File: src/rtl/pic_param_ctrl_if.sv
// -----------------------------------------------------------------------------
// pic_param_ctrl_if
// CPU-side bus of the programmable interrupt controller.
//   cs, wr, rd   : chip select and one-cycle read/write strobes (wr/rd need cs)
//   addr         : register select
//   din          : write data
//   dout         : read data, or the interrupt vector during acknowledge
//   dout_valid   : dout holds valid data this cycle
//   intr         : interrupt request to the CPU, active high
//   inta_n       : CPU acknowledge, active low, two low pulses per acknowledge
// The master modport is the CPU side; the slave modport is the controller.
// -----------------------------------------------------------------------------
interface pic_param_ctrl_if #(
  parameter int DW = 8
);
  logic          cs;
  logic          wr;
  logic          rd;
  logic [1:0]    addr;
  logic [DW-1:0] din;
  logic [DW-1:0] dout;
  logic          dout_valid;
  logic          intr;
  logic          inta_n;

  modport master (
    output cs, wr, rd, addr, din, inta_n,
    input  dout, dout_valid, intr
  );

  modport slave (
    input  cs, wr, rd, addr, din, inta_n,
    output dout, dout_valid, intr
  );
endinterface

File: src/rtl/pic_param_ctrl.sv
// -----------------------------------------------------------------------------
// pic_param_ctrl
// Parametrised programmable interrupt controller with fixed or rotating
// priority, fully nested service, auto/specific/non-specific EOI and a global
// level/edge trigger mode.
// Ports:
//   clk_i   : clock
//   rst_ni  : asynchronous active-low reset
//   ir_i    : NUM_IRQ request lines, synchronous to clk_i
//   bus     : CPU register port and acknowledge handshake (slave modport)
// Register map (addr):
//   0 : write CTRL {ROTATE, AEOI, LTIM}, read IRR
//   1 : IMR read/write
//   2 : write EOI {specific at bit 7, level in low bits}, read ISR
//   3 : BASE read/write; vector = {BASE[DW-1:IDX_W], idx}
// -----------------------------------------------------------------------------
module pic_param_ctrl #(
  parameter int NUM_IRQ = 8,
  parameter int DW      = 8,
  parameter int IDX_W   = $clog2(NUM_IRQ)
) (
  input  logic               clk_i,
  input  logic               rst_ni,
  input  logic [NUM_IRQ-1:0] ir_i,
  pic_param_ctrl_if.slave    bus
);

  localparam logic [IDX_W-1:0] LAST_IDX     = IDX_W'(NUM_IRQ - 1);
  localparam logic [IDX_W:0]   NUM_Q        = (IDX_W + 1)'(NUM_IRQ);
  localparam int               EOI_SPEC_BIT = (DW > 7) ? 7 : DW - 1;

  localparam logic [1:0] A_CTRL = 2'd0;
  localparam logic [1:0] A_IMR  = 2'd1;
  localparam logic [1:0] A_EOI  = 2'd2;
  localparam logic [1:0] A_BASE = 2'd3;

  localparam int C_LTIM = 0;
  localparam int C_AEOI = 1;
  localparam int C_ROT  = 2;

  typedef enum logic {
    S_IDLE = 1'b0,
    S_ACK1 = 1'b1
  } state_e;

  // Distance of idx below the current top-priority line; 0 = highest.
  function automatic logic [IDX_W-1:0] rank_of(input logic [IDX_W-1:0] idx,
                                               input logic [IDX_W-1:0] top);
    logic [IDX_W:0] s;
    s = {1'b0, idx} + NUM_Q - {1'b0, top};
    if (s >= NUM_Q) s = s - NUM_Q;
    return s[IDX_W-1:0];
  endfunction

  function automatic logic [IDX_W-1:0] next_idx(input logic [IDX_W-1:0] idx);
    return (idx == LAST_IDX) ? '0 : idx + IDX_W'(1);
  endfunction

  function automatic logic [DW-1:0] make_vec(input logic [DW-1:0]    base,
                                             input logic [IDX_W-1:0] idx);
    logic [DW-1:0] v;
    v            = base;
    v[IDX_W-1:0] = idx;
    return v;
  endfunction

  // Register state
  logic [NUM_IRQ-1:0] irr_q, irr_d;
  logic [NUM_IRQ-1:0] isr_q, isr_d;
  logic [NUM_IRQ-1:0] imr_q, imr_d;
  logic [NUM_IRQ-1:0] ir_prev_q;
  logic [2:0]         ctrl_q, ctrl_d;
  logic [DW-1:0]      base_q, base_d;
  logic [IDX_W-1:0]   ptr_q, ptr_d;

  // Acknowledge FSM state and registered outputs
  state_e             state_q;
  logic [IDX_W-1:0]   vidx_q;
  logic [DW-1:0]      vec_q;
  logic               spur_q;
  logic               int_q;
  logic               inta_prev_q;
  logic               vec_drv_q;
  logic [DW-1:0]      dout_q;
  logic               dout_valid_q;

  // Decode
  logic               wr_en, rd_en, inta_fall, ack1_evt, ack2_evt;
  logic [NUM_IRQ-1:0] req;
  logic [IDX_W-1:0]   eff_ptr;
  logic               req_found, isr_found, eligible;
  logic [IDX_W-1:0]   req_idx, req_rank, isr_idx, isr_rank;
  logic [IDX_W-1:0]   eoi_lvl;
  logic [DW-1:0]      rd_data;

  assign wr_en     = bus.cs & bus.wr;
  assign rd_en     = bus.cs & bus.rd;
  assign inta_fall = ~bus.inta_n & inta_prev_q;
  assign ack1_evt  = (state_q == S_IDLE) & inta_fall;
  assign ack2_evt  = (state_q == S_ACK1) & inta_fall;
  assign req       = irr_q & ~imr_q;
  // In fixed mode line 0 is always on top, whatever the pointer holds.
  assign eff_ptr   = ctrl_q[C_ROT] ? ptr_q : '0;

  // Best pending request and best in-service line, both by rank.
  always_comb begin
    req_found = 1'b0;
    req_idx   = '0;
    req_rank  = '0;
    isr_found = 1'b0;
    isr_idx   = '0;
    isr_rank  = '0;
    for (int i = 0; i < NUM_IRQ; i++) begin
      if (req[i] && (!req_found || rank_of(IDX_W'(i), eff_ptr) < req_rank)) begin
        req_found = 1'b1;
        req_idx   = IDX_W'(i);
        req_rank  = rank_of(IDX_W'(i), eff_ptr);
      end
      if (isr_q[i] && (!isr_found || rank_of(IDX_W'(i), eff_ptr) < isr_rank)) begin
        isr_found = 1'b1;
        isr_idx   = IDX_W'(i);
        isr_rank  = rank_of(IDX_W'(i), eff_ptr);
      end
    end
  end

  // Fully nested: a request only counts if it outranks everything in service.
  assign eligible = req_found & (~isr_found | (req_rank < isr_rank));

  // Next-state for the register file, IRR and ISR.
  always_comb begin
    irr_d   = irr_q;
    isr_d   = isr_q;
    imr_d   = imr_q;
    ctrl_d  = ctrl_q;
    base_d  = base_q;
    ptr_d   = ptr_q;
    eoi_lvl = '0;

    if (ack2_evt && ctrl_q[C_AEOI] && !spur_q) begin
      isr_d[vidx_q] = 1'b0;
      if (ctrl_q[C_ROT]) ptr_d = next_idx(vidx_q);
    end

    if (wr_en) begin
      case (bus.addr)
        A_CTRL: ctrl_d = bus.din[2:0];
        A_IMR:  imr_d  = bus.din[NUM_IRQ-1:0];
        A_EOI: begin
          // With nothing in service an EOI is ignored, pointer included.
          if (|isr_q) begin
            eoi_lvl = bus.din[EOI_SPEC_BIT] ? bus.din[IDX_W-1:0] : isr_idx;
            if ({1'b0, eoi_lvl} < NUM_Q) begin
              isr_d[eoi_lvl] = 1'b0;
              if (ctrl_q[C_ROT]) ptr_d = next_idx(eoi_lvl);
            end
          end
        end
        A_BASE: base_d = bus.din;
        default: ;
      endcase
    end

    if (ack1_evt && eligible) isr_d[req_idx] = 1'b1;

    if (ctrl_q[C_LTIM]) begin
      irr_d = ir_i;
    end else begin
      if (ack1_evt && eligible) irr_d[req_idx] = 1'b0;
      // Applied after the clear so a fresh edge on the acked line survives.
      irr_d = irr_d | (ir_i & ~ir_prev_q);
    end
  end

  always_comb begin
    rd_data = '0;
    case (bus.addr)
      A_CTRL:  rd_data[NUM_IRQ-1:0] = irr_q;
      A_IMR:   rd_data[NUM_IRQ-1:0] = imr_q;
      A_EOI:   rd_data[NUM_IRQ-1:0] = isr_q;
      default: rd_data              = base_q;
    endcase
  end

  always_ff @(posedge clk_i or negedge rst_ni) begin
    if (!rst_ni) begin
      irr_q     <= '0;
      isr_q     <= '0;
      imr_q     <= '1;
      ctrl_q    <= '0;
      base_q    <= '0;
      ptr_q     <= '0;
      ir_prev_q <= '0;
    end else begin
      irr_q     <= irr_d;
      isr_q     <= isr_d;
      imr_q     <= imr_d;
      ctrl_q    <= ctrl_d;
      base_q    <= base_d;
      ptr_q     <= ptr_d;
      ir_prev_q <= ir_i;
    end
  end

  // Acknowledge FSM with registered INT and DOUT.
  always_ff @(posedge clk_i or negedge rst_ni) begin
    if (!rst_ni) begin
      state_q      <= S_IDLE;
      vidx_q       <= '0;
      vec_q        <= '0;
      spur_q       <= 1'b0;
      int_q        <= 1'b0;
      inta_prev_q  <= 1'b1;
      vec_drv_q    <= 1'b0;
      dout_q       <= '0;
      dout_valid_q <= 1'b0;
    end else begin
      inta_prev_q <= bus.inta_n;
      int_q       <= eligible;
      // Keep presenting the vector for as long as the second pulse is held.
      vec_drv_q   <= ack2_evt | (vec_drv_q & ~bus.inta_n);

      case (state_q)
        S_IDLE: begin
          if (inta_fall) begin
            state_q <= S_ACK1;
            int_q   <= 1'b0;
            spur_q  <= ~eligible;
            vidx_q  <= eligible ? req_idx : LAST_IDX;
            vec_q   <= make_vec(base_q, eligible ? req_idx : LAST_IDX);
          end
        end
        S_ACK1: begin
          if (inta_fall) state_q <= S_IDLE;
        end
        default: state_q <= S_IDLE;
      endcase

      if (ack2_evt || (vec_drv_q && !bus.inta_n)) begin
        dout_q       <= vec_q;
        dout_valid_q <= 1'b1;
      end else if (rd_en) begin
        dout_q       <= rd_data;
        dout_valid_q <= 1'b1;
      end else begin
        dout_valid_q <= 1'b0;
      end
    end
  end

  assign bus.intr       = int_q;
  assign bus.dout       = dout_q;
  assign bus.dout_valid = dout_valid_q;

endmodule

File: src/flat_wrapper.sv
// flat-port wrapper written by rule: the top's interface ports become plain ports
module pic_param_ctrl_flat 
#(
  parameter int NUM_IRQ = 8,
  parameter int DW      = 8,
  parameter int IDX_W   = $clog2(NUM_IRQ)
)
  (clk_i, rst_ni, ir_i, bus_cs, bus_wr, bus_rd, bus_addr, bus_din, bus_inta_n, bus_dout, bus_dout_valid, bus_intr);
  pic_param_ctrl_if #(.DW(DW)) bus_i ();
  input  logic clk_i;
  input  logic rst_ni;
  input  logic [NUM_IRQ-1:0] ir_i;
  input wire logic [$bits(bus_i.cs)-1:0] bus_cs;
  input wire logic [$bits(bus_i.wr)-1:0] bus_wr;
  input wire logic [$bits(bus_i.rd)-1:0] bus_rd;
  input wire logic [$bits(bus_i.addr)-1:0] bus_addr;
  input wire logic [$bits(bus_i.din)-1:0] bus_din;
  input wire logic [$bits(bus_i.inta_n)-1:0] bus_inta_n;
  output wire logic [$bits(bus_i.dout)-1:0] bus_dout;
  output wire logic [$bits(bus_i.dout_valid)-1:0] bus_dout_valid;
  output wire logic [$bits(bus_i.intr)-1:0] bus_intr;
  assign bus_i.cs = bus_cs;
  assign bus_i.wr = bus_wr;
  assign bus_i.rd = bus_rd;
  assign bus_i.addr = bus_addr;
  assign bus_i.din = bus_din;
  assign bus_i.inta_n = bus_inta_n;
  assign bus_dout = bus_i.dout;
  assign bus_dout_valid = bus_i.dout_valid;
  assign bus_intr = bus_i.intr;
  pic_param_ctrl #(.NUM_IRQ(NUM_IRQ), .DW(DW), .IDX_W(IDX_W)) u_core (.clk_i(clk_i), .rst_ni(rst_ni), .ir_i(ir_i), .bus(bus_i));
endmodule
File: config.mk
export PLATFORM = sky130hd
export DESIGN_NAME = pic_param_ctrl_flat
export DESIGN_NICKNAME = d
export VERILOG_FILES = /design/src/rtl/pic_param_ctrl_if.sv /design/src/rtl/pic_param_ctrl.sv /design/src/flat_wrapper.sv
export SDC_FILE = /design/constraint.sdc
export NUM_CORES = 1
export LEC_CHECK = 0
export BUFFER_PORTS_ARGS = -buffer_cell sky130_fd_sc_hd__buf_2
export CAP_MARGIN = 5
export CORE_UTILIZATION = 65
export DETAILED_ROUTE_END_ITERATION = 12
export MAX_ROUTING_LAYER = met4
export PLACE_DENSITY_LB_ADDON = 0.12
export REMOVE_ABC_BUFFERS = 1
export SLEW_MARGIN = 20
export SYNTH_ARGS = -nofsm -noshare
export SYNTH_HDL_FRONTEND = slang
export SYNTH_SLANG_ARGS = --single-unit
File: constraint.sdc
create_clock -name clk_i -period 19.1 [get_ports clk_i]
set_clock_uncertainty 0.1 [all_clocks]
set_input_delay 1.91 -clock clk_i [delete_from_list [all_inputs] [get_ports clk_i]]
set_output_delay 1.91 -clock clk_i [all_outputs]
set_load 0.02 [all_outputs]
# Word level (Yosys, flattened, before mapping)
# Index checks and enable logic that the tools add are counted.
# word_totals
output_inout_bits	10
wordCells	241
reg_bits	71
# op_classes
mux	89
reduce_logical	59
magnitude_cmp	29
eq_ne	5
bitwise_logic	25
add_sub_neg	18
# ops
cell	count
$mux 3	43
$mux 8	10
$lt 3x3->1	15
$and 8x8->8	5
$not 8->8	5
$ge 4x4->1 const B	8
$sub 4x3->4 const A	8
$mux 1	27
$pmux 8 s3	1
$sub 3x1->3 const B	8
$logic_and 1x1->1	21
$logic_not 1->1	16
$or 8x8->8	2
$logic_or 1x1->1	15
$lt 3x4->1 const B	3
$demux 1 s3	3
$ge 3x1->1 const B	3
$mux 2	4
$reduce_and 2->1	4
$reduce_or 8->1	1
$and 1x1->1	7
$add 3x1->3 const B	2
$eq 3x3->1 const B	2
$eq 2x2->1 const B	2
other kinds (6)	10

# Logic depth before layout (Yosys ltp)
# depth
depth_word	45
ltp_mapped	62

# Worst setup path before layout
# OpenSTA, ideal clock, no wires.
# synth_path
path_type	reg2reg
from	reg u_core.ctrl_q[2]
to	reg u_core.irr_q[1]
setup_time_ps	144
stages_incl_launch_ff	57
path_slack_ps	6475
t_arrival_ps	12381
n_path_buf	1
cell_sequence	dfrtp_1 -> and2_0 -> inv_1 -> ha_1 -> xnor2_1 -> nand2_1 -> ha_1 -> o211a_1 -> a211oi_2 -> mux2_2 -> ha_1 -> o211ai_1 -> o211ai_1 -> mux2_2 -> ha_1 -> a21oi_1 -> o21ai_0 -> a41oi_1 -> [21 not listed] -> ha_1 -> o21ai_0 -> nand2b_1 -> nor2b_1 -> nand2_1 -> nand2_1 -> a31oi_1 -> o21ai_0 -> ha_1 -> o21a_1 -> o22a_1 -> a21oi_2 -> nor2_1 -> o221a_4 -> a2111oi_4 -> and3b_1 -> buf_4 -> a41oi_1
# synth_via
elab_chain_cells	43
# synth_rtl
element	line_no	source
from (decl)	pic_param_ctrl.sv:72	logic [2:0] ctrl_q, ctrl_d;
from (signal assigned)	pic_param_ctrl.sv:198	ctrl_q <= ctrl_d;
$mux 3 *	pic_param_ctrl.sv:103	assign eff_ptr = ctrl_q[C_ROT] ? ptr_q : '0;
$sub 4x3->4	--	
$ge 4x4->1 / $sub 3x1->3 (equally long branches)	--	
$mux 3	--	
$mux 3	pic_param_ctrl.sv:114	if (req[i] && (!req_found || rank_of(IDX_W'(i), eff_ptr) < req_rank)) begin
$lt 3x3->1	pic_param_ctrl.sv:114	
$logic_or 1x1->1	pic_param_ctrl.sv:114	
$logic_and 1x1->1	pic_param_ctrl.sv:114	
[28 not listed]	--	
$demux 1 s3	--	
$not 8->8 (no source line)	--	
$and 8x8->8 (no source line)	--	
$mux 8 *	pic_param_ctrl.sv:169	if (ack1_evt && eligible) irr_d[req_idx] = 1'b0;
$mux 8 *	pic_param_ctrl.sv:166	if (ctrl_q[C_LTIM]) begin
$or 8x8->8 *	pic_param_ctrl.sv:171	irr_d = irr_d | (ir_i & ~ir_prev_q);
$mux 8 *	pic_param_ctrl.sv:166	
named net u_core.irr_d[1]	pic_param_ctrl.sv:68	logic [NUM_IRQ-1:0] irr_q, irr_d;
to (signal assigned)	pic_param_ctrl.sv:195	irr_q <= irr_d;
to (decl)	pic_param_ctrl.sv:68	
# The timed path passes the listed nets; every way through them passes the cells marked *. The select of a mux whose other input is x is not followed.
# A chain may end at the register's enable or synchronous reset.

# Worst setup path after layout
# Same ends and word-level chain as after synthesis.

==> impl_metrics.tcl <==
set metrics [dict create \
    run_status "complete, no violations" \
    final.setup.tns_ns 0 \
    floorplan.die.width_um 92.50 \
    drcViolationCount 0 \
    groute.usage.overall 0.3948 \
    htreeDepth 3 \
    ios 34 \
    core_mm2 0.007807 \
    cp_slowest_stage_delay_ns 0.68 \
    final.hold.worst_slack_ns 0.4270 \
    asyncSetResetFlopFracSynth 1.000 \
    syn-cell-area_mm2 0.005324 \
    initial_antenna_violation_count 0 \
    route.antenna.remaining_nets 0 \
    syn-instance-count 564 \
    clock_insertion_delay_worst_skew_ns 0.35 \
    crit_arrival_ns 15.50 \
    die_area_mm2 0.008556 \
    pin_count_of_the_biggest_net_entering_global_routing 69 \
    cts.reportedPaths.clkPinSlew_ns 0.08 \
    worst_slew_pin_slew_ns 0.8973 \
    register_to_register_setup_slack_ns 3.68 \
    synth.yosys.warnings 0 \
    maxCapViolCount 0 \
    hpwl_mm 11.80 \
    maxSlewViolCount 0 \
    globalRoute.totalOverflow 0 \
    cell_mode_on_critical_path "sky130_fd_sc_hd__ha_1" \
    syn-mean-instance-area_um2 9.439 \
    vias 4828 \
    drt_first_iter_violations 526 \
    detail_routed_via_count_per_cell 6.868 \
    finalNetCount 656 \
    holdPathEnd "u_core.vec_q[4]" \
    final_hold_viol_count 0 \
    drt-pass1-iter-count 5 \
    timing.max_slew.rel_slack 0.4004 \
    routed_wl_mm 15.63 \
    hold_class "register to register" \
    insertedDiodeCount 0 \
    startpoint_kind_of_the_worst_setup_timing_path "register" \
    initial_core_util 0.6819 \
    worst_r2r_startpoint "u_core.ctrl_q[2]" \
    grt_first_pass_wirelength_mm 24.72 \
    synth_sequential_area_ratio 0.3217 \
    hp-start "u_core.vec_q[4]" \
    critical_path.reg2reg.endpoint "u_core.irr_q[1]" \
    synth_enable_flop_cells 0 \
    synth_flop_cell "sky130_fd_sc_hd__dfrtp_1" \
    ctsRootBufferMaster "sky130_fd_sc_hd__clkbuf_8" \
    cts_setup_buffers 0 \
    rsz_0062_raised_after_global_routing "false" \
    postCtsHoldBufs 0 \
    worst-setup-path-type "register to register" \
    cts_resized 0 \
    tritoncts_num_sinks 68 \
    finalWeightedCongestion 0.9950 \
    crit_fanout 23 \
    timing.final.setup_violations 0 \
    std_cell_rows 32 \
    clock_path_buffers 2 \
    route.detailed.wl_per_inst_um 22.23 \
    synthDistinctLibCells 78 \
    cp-end-kind "register" \
    crit_slowest_cell "sky130_fd_sc_hd__nand2_1" \
    final.period_utilization 0.8072 \
    worstPathRequired_ns 19.19 \
    reg2regPathDepth 53 \
    layout-area-overhead-vs-synth_pct 8.320 \
    period_needed_ns 15.42 \
    holdPathStages 1 \
    final_layout_size_suffix_gt1_frac 0.2113 \
    cts_tree "done" \
    number_of_buffers_added_by_the_clock_tree_synthesis_step 9 \
    fmax_mhz 64.86 \
    synth.ff_latch_count 68 \
    grt_pass1_vias 4663 \
    die_height_um 92.50 \
    io_buffer_count 33 \
]
==> cells in the final DEF, fill, tap and decap left out, types with 4 or more instances in the layout <==
master                     count
sky130_fd_sc_hd__mux2_2       41
sky130_fd_sc_hd__buf_2        33
sky130_fd_sc_hd__nand2b_1     16
sky130_fd_sc_hd__mux4_2        8
sky130_fd_sc_hd__nand3_1       8
sky130_fd_sc_hd__dfrtp_1      59
sky130_fd_sc_hd__o21a_1        7
sky130_fd_sc_hd__nand4_1       5
sky130_fd_sc_hd__inv_1        32
sky130_fd_sc_hd__nor2_1       41
sky130_fd_sc_hd__a41oi_1       6
sky130_fd_sc_hd__o211a_1       7
sky130_fd_sc_hd__a21o_1        8
sky130_fd_sc_hd__nand2_1      54
sky130_fd_sc_hd__and3_1        5
sky130_fd_sc_hd__nor4_1        7
sky130_fd_sc_hd__o21ai_0      37
sky130_fd_sc_hd__nor2b_1      15
sky130_fd_sc_hd__a21oi_1      36
sky130_fd_sc_hd__a21boi_0      4
sky130_fd_sc_hd__and2_1        4
sky130_fd_sc_hd__dfstp_2       9
sky130_fd_sc_hd__o31ai_1       9
sky130_fd_sc_hd__clkbuf_8     10
sky130_fd_sc_hd__nor3_1        6
sky130_fd_sc_hd__ha_1         36
sky130_fd_sc_hd__mux2i_1      13
sky130_fd_sc_hd__o211ai_1      4
==> through the flow <==
step | instances | utilization | area (µm²) | worst slack (ns)
detailed placement | 687 | 0.7128 | 5565 | 4.087
CTS | 703 | 0.7386 | 5767 | 4.030
floorplan | 549 | - | 5250 | 6.377
global route | 703 | 0.7386 | 5767 | 2.728
global placement | 687 | 0.7128 | 5565 | 4.378
finish | 703 | 0.7386 | 5767 | 3.682
==> registers in the layout, summed over array words and instances (netlist names) <==
name                   count
u_core.vec_drv_q           1
u_core.isr_q               8
u_core.vec_q               8
u_core.base_q              8
u_core.ptr_q               3
u_core.irr_q               8
u_core.ctrl_q              3
u_core.state_q             1
u_core.spur_q              1
u_core.bus.intr            1
u_core.bus.dout            8
u_core.bus.dout_valid      1
u_core.imr_q               8
u_core.ir_prev_q           8
u_core.inta_prev_q         1
==> cells by family (layout without fill, tap and decap cells) <==
logic type	after synthesis	in the layout	synth area share
and+or+nand+nor	178	178	0.1676
AOI/OAI and AO/OA	170	170	0.2397
xor gates and xnor gates	3	3	0.004936
buffers and inverters	47	84	0.03643
adders and majority gates	36	36	0.08461
DFF	68	68	0.3217
muxes	62	62	0.1450
==> critical path: cells and delay by family (launching register included) <==
kind	cells	cell delay, ns
muxes	6	2.40
adders and majority gates	8	2.67
DFF	1	0.43
AOI/OAI and AO/OA	26	6.90
buffers and inverters	2	0.72
and+or+nand+nor	11	2.00
==> synthesized netlist by cell type (3+ instances only) <==
master,number,share of area
sky130_fd_sc_hd__nand4_1,5,0.0059
sky130_fd_sc_hd__a31oi_1,3,0.0035
sky130_fd_sc_hd__nor3_1,6,0.0056
sky130_fd_sc_hd__o22ai_1,3,0.0035
sky130_fd_sc_hd__nor2b_1,15,0.018
sky130_fd_sc_hd__nand2_1,54,0.038
sky130_fd_sc_hd__o31ai_1,9,0.013
sky130_fd_sc_hd__a32o_1,3,0.0056
sky130_fd_sc_hd__nand3_1,8,0.0075
sky130_fd_sc_hd__a21o_1,8,0.011
sky130_fd_sc_hd__or3_1,3,0.0035
sky130_fd_sc_hd__a21boi_0,4,0.0056
sky130_fd_sc_hd__a22oi_1,3,0.0042
sky130_fd_sc_hd__mux4_2,8,0.034
sky130_fd_sc_hd__nor2_1,41,0.029
sky130_fd_sc_hd__mux2_2,41,0.087
sky130_fd_sc_hd__o211a_1,7,0.013
sky130_fd_sc_hd__ha_1,36,0.085
sky130_fd_sc_hd__o41ai_4,3,0.016
sky130_fd_sc_hd__dfstp_2,9,0.044
sky130_fd_sc_hd__nand2b_1,16,0.019
sky130_fd_sc_hd__o2111ai_1,3,0.0049
sky130_fd_sc_hd__and3_1,5,0.0059
sky130_fd_sc_hd__a21oi_1,36,0.034
sky130_fd_sc_hd__o211ai_1,4,0.0056
sky130_fd_sc_hd__inv_1,32,0.023
sky130_fd_sc_hd__clkbuf_1,7,0.0049
sky130_fd_sc_hd__dfrtp_1,59,0.28
sky130_fd_sc_hd__o21ai_1,3,0.0028
sky130_fd_sc_hd__a211oi_1,3,0.0042
sky130_fd_sc_hd__o21a_1,7,0.0099
sky130_fd_sc_hd__buf_1,3,0.0021
sky130_fd_sc_hd__a41oi_1,6,0.0099
sky130_fd_sc_hd__o21ai_0,37,0.035
sky130_fd_sc_hd__and2_1,4,0.0047
sky130_fd_sc_hd__nor4_1,7,0.0082
sky130_fd_sc_hd__mux2i_1,13,0.024
==> how the worst max path moves through the flow <==
stage                            endpoint              from  slack (ns)  cells after the start
final                     u_core.irr_q[1]  u_core.ctrl_q[2]        3.68                     53
after global routing      u_core.irr_q[1]  u_core.ctrl_q[2]        2.73                     54
after CTS                 u_core.irr_q[1]  u_core.ctrl_q[2]        4.03                     53
after detailed placement  u_core.irr_q[1]  u_core.ctrl_q[2]        4.09                     53
after global placement    u_core.irr_q[1]  u_core.ctrl_q[2]        4.38                     53
after floorplan           u_core.irr_q[1]  u_core.ctrl_q[2]        6.38                     53
==> layout make-up <==
cell class | count | area, µm²
Multi-Input combinational cell | 449 | 3417
Sequential cell | 68 | 1713
Tap cell | 102 | 127.6
Timing Repair Buffer | 36 | 187.7
Clock buffer | 10 | 137.6
Fill cell | 582 | 2041
Inverter | 32 | 120.1
Clock inverter | 6 | 63.81
==> layer usage <==
metal | GRT usage | wire (µm)
met1 | 0.5301 | 6486
met2 | 0.5833 | 6870
met3 | 0.09442 | 1654
met4 | 0.1458 | 614
met5 | - | 0
Power is not shown: default switching activity piles up to over one toggle a cycle in this logic, so the estimate is an artifact.
